## config.mk

```make
export PLATFORM = sky130hd
export DESIGN_NAME = uart_rx_oversample
export DESIGN_NICKNAME = d
export VERILOG_FILES = /design/src/rtl/uart_rx_oversample.sv
export SDC_FILE = /design/constraint.sdc
export NUM_CORES = 1
export LEC_CHECK = 0
export BUFFER_PORTS_ARGS = -buffer_cell sky130_fd_sc_hd__buf_2
export CAP_MARGIN = 10
export CORE_MARGIN = 3
export CORE_UTILIZATION = 57
export DETAILED_ROUTE_END_ITERATION = 6
export PLACE_DENSITY_LB_ADDON = 0.05
export SLEW_MARGIN = 20
export SYNTH_ARGS = -nofsm -noshare
export SYNTH_HDL_FRONTEND = slang
export SYNTH_SLANG_ARGS = --single-unit
```

## constraint.sdc

```tcl
create_clock -name clk -period 2.1 [get_ports clk]
set_clock_uncertainty 0.15 [all_clocks]
set_input_delay 0.21 -clock clk [delete_from_list [all_inputs] [get_ports clk]]
set_output_delay 0.21 -clock clk [all_outputs]
set_load 0.05 [all_outputs]
```

## src/rtl/uart_rx_oversample.sv

```systemverilog
// Oversampling 8N1 UART receiver with optional parity, mid-bit sampling on a local tick,
// and framing/parity/break qualifiers reported alongside each received byte.
module uart_rx_oversample #(
  parameter int unsigned CLK_FREQ   = 1_000_000,
  parameter int unsigned BAUD_RATE  = 9600,
  parameter int unsigned OVERSAMPLE = 8,
  parameter bit          PARITY_EN  = 1'b0,
  parameter bit          PARITY_ODD = 1'b0
) (
  input  logic       clk,
  input  logic       rst,
  input  logic       rx,
  output logic [7:0] data_out,
  output logic       valid,
  output logic       frame_err,
  output logic       parity_err,
  output logic       break_det,
  output logic       busy
);

  localparam int unsigned DIV_RAW = CLK_FREQ / (BAUD_RATE * OVERSAMPLE);
  localparam int unsigned DIV     = (DIV_RAW < 1) ? 1 : DIV_RAW;
  localparam int unsigned TW      = (DIV > 1) ? $clog2(DIV) : 1;
  localparam int unsigned SW      = $clog2(OVERSAMPLE);

  localparam logic [TW-1:0] T_LAST = TW'(DIV - 1);
  localparam logic [SW-1:0] S_LAST = SW'(OVERSAMPLE - 1);
  localparam logic [SW-1:0] S_MID  = SW'(OVERSAMPLE / 2 - 1);

  typedef enum logic [2:0] {
    S_IDLE,
    S_START,
    S_DATA,
    S_PARITY,
    S_STOP,
    S_WAIT_HIGH
  } state_t;

  state_t        state_q, state_d;
  logic [TW-1:0] tick_cnt_q, tick_cnt_d;
  logic [SW-1:0] s_cnt_q, s_cnt_d;
  logic [2:0]    bit_cnt_q, bit_cnt_d;
  logic [7:0]    shreg_q, shreg_d;
  logic          p_bit_q, p_bit_d;
  logic [7:0]    data_out_q, data_out_d;
  logic          valid_q, valid_d;
  logic          frame_err_q, frame_err_d;
  logic          parity_err_q, parity_err_d;
  logic          break_det_q, break_det_d;

  logic       sync1_q, rx_s_q, rx_d_q;
  logic [2:0] settle_q;
  logic       tick, start_edge;

  // The sync flops come out of reset at 1, so edges are ignored until real line
  // samples have reached rx_d; a line already low at release is never a start.
  assign start_edge = settle_q[2] && rx_d_q && !rx_s_q;
  assign tick       = (state_q != S_IDLE) && (tick_cnt_q == T_LAST);

  always_comb begin
    // NOTE: every always_comb target gets a default first so no latch is inferred.
    state_d      = state_q;
    tick_cnt_d   = (state_q == S_IDLE || tick) ? '0 : tick_cnt_q + 1'b1;
    s_cnt_d      = tick ? s_cnt_q + 1'b1 : s_cnt_q;
    bit_cnt_d    = bit_cnt_q;
    shreg_d      = shreg_q;
    p_bit_d      = p_bit_q;
    data_out_d   = data_out_q;
    valid_d      = 1'b0;
    frame_err_d  = frame_err_q;
    parity_err_d = parity_err_q;
    break_det_d  = break_det_q;

    unique case (state_q)
      S_IDLE: begin
        if (start_edge) begin
          state_d    = S_START;
          tick_cnt_d = '0;
          s_cnt_d    = '0;
        end
      end
      S_START: begin
        if (tick && s_cnt_q == S_MID) begin
          if (!rx_s_q) begin
            state_d   = S_DATA;
            s_cnt_d   = '0;
            bit_cnt_d = '0;
          end else begin
            state_d = S_IDLE;
          end
        end
      end
      S_DATA: begin
        if (tick && s_cnt_q == S_LAST) begin
          s_cnt_d   = '0;
          shreg_d   = {rx_s_q, shreg_q[7:1]};
          bit_cnt_d = bit_cnt_q + 1'b1;
          if (bit_cnt_q == 3'd7) state_d = PARITY_EN ? S_PARITY : S_STOP;
        end
      end
      S_PARITY: begin
        if (tick && s_cnt_q == S_LAST) begin
          s_cnt_d = '0;
          p_bit_d = rx_s_q;
          state_d = S_STOP;
        end
      end
      S_STOP: begin
        if (tick && s_cnt_q == S_LAST) begin
          s_cnt_d      = '0;
          valid_d      = 1'b1;
          data_out_d   = shreg_q;
          frame_err_d  = !rx_s_q;
          parity_err_d = PARITY_EN && ((^shreg_q ^ p_bit_q) != PARITY_ODD);
          break_det_d  = !rx_s_q && (shreg_q == 8'h00) && (!PARITY_EN || !p_bit_q);
          state_d      = rx_s_q ? S_IDLE : S_WAIT_HIGH;
        end
      end
      S_WAIT_HIGH: begin
        if (rx_s_q) state_d = S_IDLE;
      end
      default: state_d = S_IDLE;
    endcase
  end

  // NOTE: sequential state uses non-blocking assignments only, so every flop sees pre-edge values.
  always_ff @(posedge clk) begin
    if (rst) begin
      sync1_q      <= 1'b1;
      rx_s_q       <= 1'b1;
      rx_d_q       <= 1'b1;
      settle_q     <= '0;
      state_q      <= S_IDLE;
      tick_cnt_q   <= '0;
      s_cnt_q      <= '0;
      bit_cnt_q    <= '0;
      shreg_q      <= '0;
      p_bit_q      <= 1'b0;
      data_out_q   <= '0;
      valid_q      <= 1'b0;
      frame_err_q  <= 1'b0;
      parity_err_q <= 1'b0;
      break_det_q  <= 1'b0;
    end else begin
      sync1_q      <= rx;
      rx_s_q       <= sync1_q;
      rx_d_q       <= rx_s_q;
      settle_q     <= {settle_q[1:0], 1'b1};
      state_q      <= state_d;
      tick_cnt_q   <= tick_cnt_d;
      s_cnt_q      <= s_cnt_d;
      bit_cnt_q    <= bit_cnt_d;
      shreg_q      <= shreg_d;
      p_bit_q      <= p_bit_d;
      data_out_q   <= data_out_d;
      valid_q      <= valid_d;
      frame_err_q  <= frame_err_d;
      parity_err_q <= parity_err_d;
      break_det_q  <= break_det_d;
    end
  end

  assign data_out   = data_out_q;
  assign valid      = valid_q;
  assign frame_err  = frame_err_q;
  assign parity_err = parity_err_q;
  assign break_det  = break_det_q;
  assign busy       = (state_q != S_IDLE);

endmodule

```

* Yosys cells after proc, flatten, opt, wreduce, memory -nomap -nowiden
Index checks and enable logic that the tools add are counted.
** Storage, ports and cells
- Register bits :: 38
- Output and inout bits :: 13
- Logic and storage cells :: 78
** Cells by class
- $add $sub $neg :: 3
- Equality and inequality tests :: 17
- Multiplexer cells :: 25
- Bitwise logic cells :: 1
- Reductions and logical operators :: 18
** Operator list (count)
- 2-to-1 mux 3 bit :: 16
- case mux 3 bit (6 select lines) :: 1
- != test 2 bit (second input constant) :: 8
- equality test 3 bit (second input constant) :: 4
- 2-to-1 mux 4 bit :: 3
- equality test 3 x 2 -> 1 bit (second input constant) :: 3
- case mux 3 bit (3 select lines) :: 1
- zero test 8 bit :: 1
- AND reduction 7 bit :: 1
- adder 3 x 1 -> 3 bit (second input constant) :: 2
- logical AND 1 bit :: 6
- case mux 3 bit (2 select lines) :: 1
- adder 4 x 1 -> 4 bit (second input constant) :: 1
- equality test 4 bit (second input constant) :: 1
- AND reduction 2 bit :: 2
- AND reduction 4 bit :: 1
- equality test 3 x 1 -> 1 bit (second input constant) :: 1
- zero test 3 bit :: 1
- nonzero test 3 bit :: 1
- OR reduction 3 bit :: 1
- 2-to-1 mux 1 bit :: 2
- 2-to-1 mux 2 bit :: 1
- nonzero test 2 bit :: 1
- OR reduction 2 bit :: 1
- other kinds (3) :: 3

* Depth between registers and ports, before layout
- Word-level depth :: 6
- Depth in mapped cells :: 7
- Depth with buffers taken out :: 6

* Worst setup path before layout
Ideal clock, no wire load.
- Path kind :: reg-to-reg
- Start :: register s_cnt_q[0]
- End :: register state_q[2]
- Arrival time :: 1.584 ns
- Setup slack :: 0.229 ns
- Stages on the path, launching flop included :: 7
- Buffers on the path :: 0
- Period minus slack after synthesis :: 1.871 ns
- Cell sequence :: dfxtp_1 -> ha_1 -> ha_1 -> or4b_4 -> o31ai_4 -> or3_4 -> o31ai_2
** Between the ends
- Longest elaborated chain between the ends :: 4
- Elaborated cells between the ends (all ways) :: 9
- Classes of those cells :: eq/ne (6); reduce/logical (3)
** RTL lines
- from (decl) :: RTL line 41 : logic [SW-1:0] s_cnt_q, s_cnt_d;
- from (signal assigned) :: RTL line 151 : s_cnt_q <= s_cnt_d;
- equality test 3 bit or equality test 3 x 2 -> 1 bit (tied branches)
- logical AND 1 bit (on tied branches)
- != test 2 bit (no source line)
- AND reduction 7 bit (no source line) *
- to (signal assigned) :: RTL line 149 : state_q <= state_d;
- to (decl) :: RTL line 39 : state_t state_q, state_d;
Mark *: on every way between the ends. The rest lies on a longest branch, timed or not.
A chain may end at the register's enable or synchronous reset.

* Worst setup path in the final report
- Start :: register s_cnt_q[0]
- End :: register state_q[0]
Same word-level chain as after synthesis.

==> reports/summary.txt <==
Layout Nets - 208
CP endpoint - state_q[0]$_SDFFE_PP0P_
Critical Path Fanout Max - 7
Setup CP Type - reg2reg
number of global-route vias before repair - 1172
# DRC - 0
synthesized area - 1700 um^2
post-CTS setup buffers - 0
Critical Path Start - s_cnt_q[0]$_SDFF_PP0_
clock power share - 25.5%
clk sink count - 38
sw frac - 30.1%
Synth Flop Type - dfxtp_1
antenna violations before repair - 0
first-pass iteration count of the detailed router - 4
synthesized instance count - 182
n_diodes - 0
core area - 2810 um^2
final wirelength - 3.13 mm
Syn Area/Cell - 9.36 um^2
Clock Path Buffers - 2
Post-synth EDFFs - 0
Root Driver - clkbuf_4
clock period minus worst slack - 2.02 ns
first-pass GRT wire length - 4.99 mm
synthesized net count - 192
status - complete, no violations
Area Overhead vs Synth - 8.08%
largest net degree at the start of global routing - 32
Starting Density - 60.7%
Worst IR Drop VDD - 0.000534 V
placed cell count - 221
post-synth top area cell - dfxtp_1
RD Place Congestion - 0.838
Vias - 1296
H-tree depth - 2
Sequential cell area - 761 um^2
detailed placer's ending HPWL - 2.18 mm
Worst-Margin Slew - 0.535 ns
f_max - 0.495 GHz
CTS tree - built
Multi-input gate area - 853 um^2
remaining antenna violation count after routing - 0
fraction of layout cells with a size suffix above 1 - 19.7%
Reg2Reg Depth - 6
Yosys warnings - 0
Finished Cell Area - 1840 um^2
setup TNS - 0 ns
Fill cells - 252
RR Startpoint - s_cnt_q[0]$_SDFF_PP0_
post-synthesis sequential area ratio - 44.7%
Die Area - 3680 um^2
NetSw - 0.404 mW
wire per inst - 13.7 um
setup ws final - 0.0787 ns
Comb power frac - 17.6%
top cell type's share of synthesized area - 44.7%
Via density - 5.66
Die Wd - 60.7 um
RSZ-0062 raised after global routing - no
Leakage - 0.775 nW
Tot GR Track Use - 18.4%
Int Pwr - 0.940 mW
Max-Cap Viols - 0
pre-CTS WS - 0.122 ns
Clock Latency Late Sink - 0.34 ns
clock slew at reported path FFs - 0.11 ns
Inserted Clock Buffers - 5
Slew HR - 64.3%
ys async rst share - 0%
Crit path arrival time - 2.13 ns
CP endpoint kind - flop
Initial DRC Count - 38
Required @ worst endpoint - 2.21 ns
final slew viol count - 0
power share of the sequential group - 56.9%
flop and latch count out of synthesis - 38
Cell variety after synth - 50
# rows - 19
final hold violation count - 0
fin crit share - 96.3%
Non-Filler Instances - 229
Reg-to-Reg End - state_q[0]$_SDFFE_PP0P_
PwrDens - 730 nW/um^2
IO Count - 16
Die H - 60.7 um
gr ovfl total - 0
synth top area cells - dfxtp_1, ha_1, nand2_1
PortBufs - 14
dpl cell area - 1780 um^2
Tightest Hold Check Type - in2reg
final number of setup-violating endpoints - 0
Setup crit start kind - flop
r2r setup slk - 0.08 ns
critical path, stage by stage, from the launching register on:
cell and delay (ns):
dfxtp_1 0.35, ha_1 0.22, ha_1 0.26, or4b_4 0.52, o31ai_4 0.10, a2111oi_1 0.10
o32ai_1 0.24
stage by stage:
step | power [mW] | util [%] | hold slack (ns)
after detailed placement | 1.01 | 63.6 | 0.246
final | 1.34 | 65.6 | 0.179
after global routing | 1.41 | 65.6 | 0.180
after floorplan | 0.985 | - | 0.164
after global placement | 1.01 | 63.6 | 0.242
after CTS | 1.37 | 65.6 | 0.153
how the worst min path moves through the flow:
stage	startpoint	to	slack [ns]	depth (start not counted)
2_1_floorplan	rx	sync1_q$_SDFF_PP1_	0.16	1
3_3_place_gp	sync1_q$_SDFF_PP1_	rx_s_q$_SDFF_PP1_	0.24	1
3_5_place_dp	rx	sync1_q$_SDFF_PP1_	0.25	2
4_1_cts	rst	shreg_q[2]$_SDFFE_PP0P_	0.15	2
5_1_grt	rst	shreg_q[2]$_SDFFE_PP0P_	0.18	2
6_report	rst	shreg_q[2]$_SDFFE_PP0P_	0.18	2
sequential cells by signal (all words and copies together), names as in the netlist:
name,count
bit_cnt_q,3
valid,1
state_q,3
s_cnt_q,3
settle_q,3
rx_d_q,1
data_out,8
break_det,1
frame_err,1
sync1_q,1
rx_s_q,1
tick_cnt_q,4
shreg_q,8
routing by layer:
layer	global-route usage [%]	up-vias	share of wire (%)
met5	0	-	0
met4	9.60	0	1.9
met3	5.74	7	4.2
met2	28.7	30	46
met1	22.9	602	47
li1	-	657	-
cells in the mapped netlist, types with 2 or more instances:
library cell	count
clkbuf_1	4
nand3b_1	2
nand3_1	5
ha_1	7
mux2i_1	8
inv_1	7
nand2b_1	3
dfxtp_1	38
or2b_1	2
buf_4	2
buf_2	2
or2_2	2
o32ai_1	2
nor2_1	21
nor2b_1	2
nor3_1	2
nand2_1	23
a21oi_1	15
o21ai_0	2
nand4_1	3
cell usage in the layout, fill, tap and decap left out, types with 2 or more instances in the layout:
| cell type | count |
|---|---|
| nand3b_1 | 2 |
| buf_4 | 4 |
| nand2_1 | 23 |
| mux2i_1 | 8 |
| or2b_1 | 2 |
| o21ai_0 | 2 |
| nand2b_1 | 3 |
| o32ai_1 | 2 |
| clkbuf_4 | 5 |
| clkinv_2 | 2 |
| ha_1 | 7 |
| nand4_1 | 3 |
| a21oi_1 | 15 |
| nor3_1 | 2 |
| dfxtp_1 | 38 |
| inv_1 | 7 |
| nor2b_1 | 2 |
| nor2_1 | 21 |
| or2_2 | 2 |
| nand3_1 | 5 |
| buf_2 | 14 |
what timing repair did:
item / in CTS / in global routing
resized for setup: 0 / 0
hold endpoints to repair: 1 / 0
hold buffers: 1 / 0
endpoints found under the setup margin: 0 / 2
area by class of cell:
| cell class | count | share of cell area, % |
|---|---|---|
| tap | 31 | 2.11 |
| timing repair buffer | 19 | 5.98 |
| inverter | 8 | 1.63 |
| multi-input combinational | 126 | 46.4 |
| clock buffer | 5 | 2.04 |
| sequential | 38 | 41.3 |
| clock inverter | 2 | 0.544 |
power by group through the flow:
stage                     sequential [mW]  combinational, mW  clock (mW)
after CTS                           0.765              0.234       0.366
after floorplan                     0.760              0.225           0
after global placement              0.781              0.226           0
after detailed placement            0.782              0.231           0
after global routing                0.771              0.257       0.388
final                               0.765              0.236       0.342
cell families (layout without fill, tap and decap cells):
group	Yosys count	in the layout	synth area share, %
flip-flops	38	38	44.7
buffers and inverters	18	34	5.22
other	1	1	0.220
AND/OR/NAND/NOR	75	75	23.4
AO/OA/AOI/OAI	32	32	14.9
adder cells (fa/ha/maj)	7	7	5.14
multiplexers	9	9	5.36
XOR/XNOR	2	2	1.03
Power figures use the tool's default switching activity.
